[config.mk]
export PLATFORM = sky130hd
export DESIGN_NAME = uart_rx_sampler
export DESIGN_NICKNAME = d
export VERILOG_FILES = /design/src/rtl/uart_pkg.sv /design/src/rtl/uart_rx_sync.sv /design/src/rtl/uart_rx_sampler.sv
export SDC_FILE = /design/constraint.sdc
export NUM_CORES = 1
export LEC_CHECK = 0
export ABC_CLOCK_PERIOD_IN_PS = 2100
export CAP_MARGIN = 15
export CORE_MARGIN = 10
export CORE_UTILIZATION = 38
export CTS_CLUSTER_SIZE = 25
export DETAILED_ROUTE_END_ITERATION = 16
export PLACE_DENSITY = 0.56
export REMOVE_ABC_BUFFERS = 1
export SLEW_MARGIN = 40
export SYNTH_ARGS = -nofsm -noshare
export SYNTH_HDL_FRONTEND = slang
export SYNTH_HIERARCHICAL = 1
export SYNTH_SLANG_ARGS = --single-unit
[constraint.sdc]
create_clock -name clk -period 2.1 [get_ports clk]
set_clock_uncertainty 0.1 [all_clocks]
set_input_delay 0.315 -clock clk [delete_from_list [all_inputs] [get_ports clk]]
set_output_delay 0.315 -clock clk [all_outputs]
set_load 0.02 [all_outputs]
[src/rtl/uart_pkg.sv]
// Shared types and constants for the UART receive path.
package uart_pkg;

   typedef enum logic [2:0] {IDLE, START, DATA, PARITY, STOP} rx_state_t;

   // Oversample counter positions within one 16-tick bit cell
   localparam logic [3:0] SAMP_FIRST = 4'd7;
   localparam logic [3:0] SAMP_MID   = 4'd8;
   localparam logic [3:0] SAMP_LAST  = 4'd9;
   localparam logic [3:0] SAMP_END   = 4'd15;

   function automatic logic maj3(input logic a, input logic b, input logic c);
      return (a & b) | (a & c) | (b & c);
   endfunction

endpackage

[src/rtl/uart_rx_sync.sv]
// Multi-flop metastability synchroniser for the asynchronous rx pin; resets to idle-high.
module uart_rx_sync #(
   parameter int SYNC_STAGES = 2
) (
   input  logic clk,
   input  logic reset,
   input  logic async_i,
   output logic sync_o
);

   logic [SYNC_STAGES-1:0] sync_q;

   // Shift the raw pin through the flop chain every clk
   always_ff @(posedge clk) begin
      if (reset) sync_q <= '1;
      else       sync_q <= {sync_q[SYNC_STAGES-2:0], async_i};
   end

   assign sync_o = sync_q[SYNC_STAGES-1];

endmodule

[src/rtl/uart_rx_sampler.sv]
// 16x-oversampling UART receiver with 3-sample majority vote and a read handshake.
module uart_rx_sampler
   import uart_pkg::*;
#(
   parameter int SYNC_STAGES = 2
) (
   input  logic       clk,
   input  logic       reset,
   input  logic       baud_clock,
   input  logic       bit8,
   input  logic       parity_en,
   input  logic       odd_n_even,
   input  logic       rx,
   input  logic       read_rx_byte,
   output logic [7:0] rx_byte,
   output logic       rx_ready,
   output logic       parity_err,
   output logic       framing_err,
   output logic       overflow,
   output logic       rx_idle
);

   rx_state_t  state_q, state_d;
   logic       rx_s;
   logic [3:0] samp_cnt_q;
   logic [1:0] samp_q;          // samples taken at SAMP_FIRST and SAMP_MID
   logic [2:0] bit_cnt_q;
   logic [7:0] data_q;
   logic       bit8_q, pen_q, odd_q;
   logic       perr_q;
   logic       armed_q;
   logic [7:0] rx_byte_q;
   logic       rx_ready_q, parity_err_q, framing_err_q, overflow_q;

   uart_rx_sync #(.SYNC_STAGES(SYNC_STAGES)) u_sync (
      .clk     (clk),
      .reset   (reset),
      .async_i (rx),
      .sync_o  (rx_s)
   );

   logic at_last, at_end, vote, last_bit, start_det, commit;
   assign at_last   = (samp_cnt_q == SAMP_LAST);
   assign at_end    = (samp_cnt_q == SAMP_END);
   assign vote      = maj3(samp_q[1], samp_q[0], rx_s);
   assign last_bit  = bit8_q ? (bit_cnt_q == 3'd7) : (bit_cnt_q == 3'd6);
   assign start_det = baud_clock && (state_q == IDLE) && !rx_s && armed_q;
   assign commit    = baud_clock && (state_q == STOP) && at_last;

   // FSM state register
   always_ff @(posedge clk) begin
      if (reset) state_q <= IDLE;
      else       state_q <= state_d;
   end

   // FSM next-state: decisions at the vote point, bit-cell moves at the cell end
   always_comb begin
      state_d = state_q;
      if (baud_clock) begin
         unique case (state_q)
            IDLE:   if (!rx_s && armed_q) state_d = START;
            START:  if (at_last && vote) state_d = IDLE;
                    else if (at_end)     state_d = DATA;
            DATA:   if (at_end && last_bit) state_d = pen_q ? PARITY : STOP;
            PARITY: if (at_end) state_d = STOP;
            STOP:   if (at_last) state_d = IDLE;
            default: state_d = IDLE;
         endcase
      end
   end

   // FSM outputs
   always_comb begin
      rx_idle = (state_q == IDLE);
   end

   // Oversampling, data assembly, parity and break-arming; all gated by the baud tick
   always_ff @(posedge clk) begin
      if (reset) begin
         samp_cnt_q <= '0;
         samp_q     <= '0;
         bit_cnt_q  <= '0;
         data_q     <= '0;
         bit8_q     <= 1'b0;
         pen_q      <= 1'b0;
         odd_q      <= 1'b0;
         perr_q     <= 1'b0;
         armed_q    <= 1'b1;
      end else if (baud_clock) begin
         samp_cnt_q <= (state_q == IDLE) ? 4'd0 : samp_cnt_q + 4'd1;
         if (samp_cnt_q == SAMP_FIRST || samp_cnt_q == SAMP_MID)
            samp_q <= {samp_q[0], rx_s};
         if (start_det) begin
            // Frame format is frozen for the whole frame at start
            bit8_q    <= bit8;
            pen_q     <= parity_en;
            odd_q     <= odd_n_even;
            data_q    <= '0;
            bit_cnt_q <= '0;
            perr_q    <= 1'b0;
         end
         if (state_q == DATA && at_last) data_q[bit_cnt_q] <= vote;
         if (state_q == DATA && at_end && !last_bit) bit_cnt_q <= bit_cnt_q + 3'd1;
         if (state_q == PARITY && at_last) perr_q <= ((^data_q) ^ vote) != odd_q;
         // A low stop bit disarms start detection until the line returns high
         if (commit && !vote) armed_q <= 1'b0;
         else if (rx_s)       armed_q <= 1'b1;
      end
   end

   // Output byte register and consumer handshake; a commit beats a same-cycle read
   always_ff @(posedge clk) begin
      if (reset) begin
         rx_byte_q     <= '0;
         rx_ready_q    <= 1'b0;
         parity_err_q  <= 1'b0;
         framing_err_q <= 1'b0;
         overflow_q    <= 1'b0;
      end else if (commit) begin
         rx_byte_q     <= data_q;
         rx_ready_q    <= 1'b1;
         parity_err_q  <= pen_q & perr_q;
         framing_err_q <= ~vote;
         if (rx_ready_q && !read_rx_byte) overflow_q <= 1'b1;
      end else if (read_rx_byte && rx_ready_q) begin
         rx_ready_q    <= 1'b0;
         parity_err_q  <= 1'b0;
         framing_err_q <= 1'b0;
         overflow_q    <= 1'b0;
      end
   end

   assign rx_byte     = rx_byte_q;
   assign rx_ready    = rx_ready_q;
   assign parity_err  = parity_err_q;
   assign framing_err = framing_err_q;
   assign overflow    = overflow_q;

endmodule
==> results of run 1 <==
==> how the worst min path moves through the flow <==
stage                                           start                     endpoint  slack, ps  depth (start not counted)
final                     u_sync/sync_q[0]$_SDFF_PP1_  u_sync/sync_q[1]$_SDFF_PP1_        310                          1
after floorplan           u_sync/sync_q[0]$_SDFF_PP1_  u_sync/sync_q[1]$_SDFF_PP1_        280                          1
after global placement    u_sync/sync_q[0]$_SDFF_PP1_  u_sync/sync_q[1]$_SDFF_PP1_        280                          1
after CTS                 u_sync/sync_q[0]$_SDFF_PP1_  u_sync/sync_q[1]$_SDFF_PP1_        300                          1
after detailed placement  u_sync/sync_q[0]$_SDFF_PP1_  u_sync/sync_q[1]$_SDFF_PP1_        290                          1
after global routing      u_sync/sync_q[0]$_SDFF_PP1_  u_sync/sync_q[1]$_SDFF_PP1_        320                          1
==> cells by family after synthesis <==
logic type / Yosys count
and+or+nand+nor: 98
DFF: 39
AOI/OAI and AO/OA: 31
buffers and inverters: 18
muxes: 18
xor gates and xnor gates: 13
adders and majority gates: 5
==> final cells by class <==
type,instances,area [sq um],area share [%]
Multi-Input combinational cell,165,1090,45.0
Sequential cell,39,781,32.3
Timing Repair Buffer,35,315,13.0
Tap cell,67,83.8,3.46
Clock buffer,6,72.6,3.00
Clock inverter,2,60.1,2.48
Inverter,5,18.8,0.776
==> state kept, by name, indices dropped and copies added (netlist names) <==
signal         count
data_q             8
rx_byte            8
samp_cnt_q         4
bit_cnt_q          3
state_q            3
samp_q             2
u_sync/sync_q      2
armed_q            1
bit8_q             1
framing_err        1
odd_q              1
overflow           1
parity_err         1
pen_q              1
perr_q             1
rx_ready           1
==> power by group <==
group / switching (uW) / internal (uW) / leakage [uW]
clock network: 262 / 475 / 0.0000654
registers: 5.99 / 745 / 0.000315
logic: 42.9 / 39.6 / 0.000567
total: 311 / 1260 / 0.000947
==> metrics by stage <==
stage               TNS, ps  hold WS, ps  util (%)  worst slack (ps)
floorplan                 0          283         -               321
global placement      -28.3          284      47.1             -28.3
detailed placement    -68.5          288      47.1             -38.6
CTS                       0          305      49.9              31.8
global route              0          321      49.9               105
finish                    0          309      49.9               225
==> worst register-to-register path, stage by stage, from the launching register on <==
cell,delay (ps)
dfxtp_1,340
inv_1,80
ha_1,220
nand3b_4,120
or2_4,290
nor4b_2,260
mux2_1,340
nor2_1,80
==> cells in the mapped netlist, drive strengths merged, types with 2 or more instances <==
library cell  count  area, sq um
dfxtp            39          781
nor2             34          128
nand2            25         93.8
mux2i            11          110
a21oi             9         45.0
nand3             9         45.0
clkbuf            8         30.0
mux2              7         78.8
xnor2             7         61.3
o21ai             6         30.0
xor2              6         52.6
buf               5         25.0
inv               5         18.8
ha                4         50.1
nand4             4         25.0
or2               4         27.5
nand3b            3         35.0
nand4b            3         26.3
nor4b             3         38.8
a21o              2         15.0
a311o             2         20.0
a31oi             2         12.5
nor2b             2         12.5
nor3              2         10.0
or4               2         15.0
==> layer usage <==
metal / GRT usage (%) / part of all wire [%]
met1: 14.4 / 55
met2: 15.4 / 40
met3: 3.13 / 3.8
met4: 3.52 / 1.3
met5: 0 / 0
==> flow_summary.json, run 1 <==
{
  "syn-cell-area_sq_um": 1940,
  "cp-end-kind": "flip-flop",
  "fillers": 497,
  "die-area_sq_um": 8370,
  "dieHeight_um": 91.5,
  "path_clk_slew_ps": 80,
  "synth_adder_area_share_pct": 3.09,
  "cts_buffers": 5,
  "synthMuxAreaShare_pct": 9.72,
  "vdd_ir_drop_max_v": 0.000383,
  "slew_headroom_pct": 73.1,
  "regToRegEndpoint": "data_q[4]$_SDFFE_PP0P_",
  "crit_start": "samp_cnt_q[1]$_SDFFE_PP0P_",
  "required_ps": 2230,
  "min_period_ps": 1880,
  "port_buffers": 20,
  "place_congestion": 0.881,
  "routed_wl_mm": 4.32,
  "clk_path_buf_depth": 2,
  "ios": 21,
  "dp_cells": 311,
  "placed_area_sq_um": 2280,
  "num_vias": 1573,
  "finish.instance_area_sq_um": 2420,
  "ys_ff_latch": 39,
  "power_uw": 1570,
  "fin_nets": 263,
  "crit_type": "reg -> reg",
  "regToRegSetupSlack_ps": 220,
  "finalSetupViolations": 0,
  "drc": 0,
  "fin_crit_sh_pct": 89.3,
  "critPathCapture": "data_q[4]$_SDFFE_PP0P_",
  "ant_nets": 0,
  "slew_violations": 0,
  "grt_max_degree": 20,
  "grt_pass1_wl_mm": 7.58,
  "yosysWarnings": 6,
  "avgRoutedWirePerCell_um": 13.5,
  "drt-initial-drc-count": 52,
  "cts_tree": "built",
  "timing.fmax_ghz": 0.533,
  "synth_xor_area_share_pct": 5.86,
  "grt_use_total_pct": 10.6,
  "hp-class": "reg -> reg",
  "cts_root_buf": "clkbuf_8",
  "hold_viol": 0,
  "crit_buf_inv": 1,
  "place_hpwl_mm": 3.21,
  "synth_flop_cell": "dfxtp_1",
  "synth_edf_count": 0,
  "avgSynthCellArea_sq_um": 8.75,
  "crit_chain": "inv_1 > ha_1 > nand3b_4 > or2_4 > nor4b_2 > mux2_1 > nor2_1",
  "layout_common_cells": "39 x dfxtp_1, 34 x nor2_1, 25 x nand2_1, 19 x clkdlybuf4s50_1, 15 x buf_4",
  "initial_core_util_pct": 40.1,
  "core_area_sq_um": 4850,
  "critPathMaxStageDelay_ps": 340,
  "clock-sinks": 39,
  "viasPerCell": 4.93,
  "antenna_found_initial": 0,
  "crit_cells": 7,
  "fp-row-count": 25,
  "crit_slowest_cell": "dfxtp_1",
  "yosys.cell_types.count": 49,
  "grt_pass1_vias": 1563,
  "cts_resized": 0,
  "final_common_cell": "dfxtp_1",
  "dr.pass1.iters": 4,
  "synthSimpleGateAreaFrac_pct": 26.2,
  "power.leakage_uw": 0.000947,
  "drive_above_1_share_pct": 11.9,
  "ctsHtreeMaxLevel": 2,
  "crit_family": "simple AND/OR/NAND/NOR gates",
  "async_flop_share_pct": 0,
  "synthToLayoutAreaGrowth_pct": 24.5,
  "r2r_start": "samp_cnt_q[1]$_SDFFE_PP0P_",
  "reg2reg_depth": 7,
  "cp_max_fo": 5,
  "holdBufCountCts": 0,
  "cellPowerDensity_nw_per_um2": 649,
  "worst-endpoint-arrival_ps": 2010,
  "synth_seq_area_share_pct": 40.2,
  "grt.overflow.total": 0,
  "status": "finished clean",
  "tightestPinTransition_ps": 403,
  "cts_setup_buffers": 0,
  "start_kind": "flip-flop",
  "clock_latency_ps": 290,
  "cap_viol_max_count": 0,
  "synth_compound_gate_area_share_pct": 11.1,
  "dieWidth_um": 91.5,
  "synth_top_family_by_area": "simple AND/OR/NAND/NOR gates",
  "diodes": 0,
  "rsz0062_at_grt": "false",
  "fin_cells": 319,
  "synthCells": 222
}
(Power assumes the default switching activity.)
==> run 2, diff against run 1 <==
--- a/config.mk
+++ b/config.mk
@@ -13,6 +13,7 @@
 export DETAILED_ROUTE_END_ITERATION = 16
 export PLACE_DENSITY = 0.56
 export REMOVE_ABC_BUFFERS = 1
+export SKIP_LAST_GASP = 1
 export SLEW_MARGIN = 40
 export SYNTH_ARGS = -nofsm -noshare
 export SYNTH_HDL_FRONTEND = slang
==> results of run 2 <==
The final DEF is identical to that of run 1; final timing and power are the same.
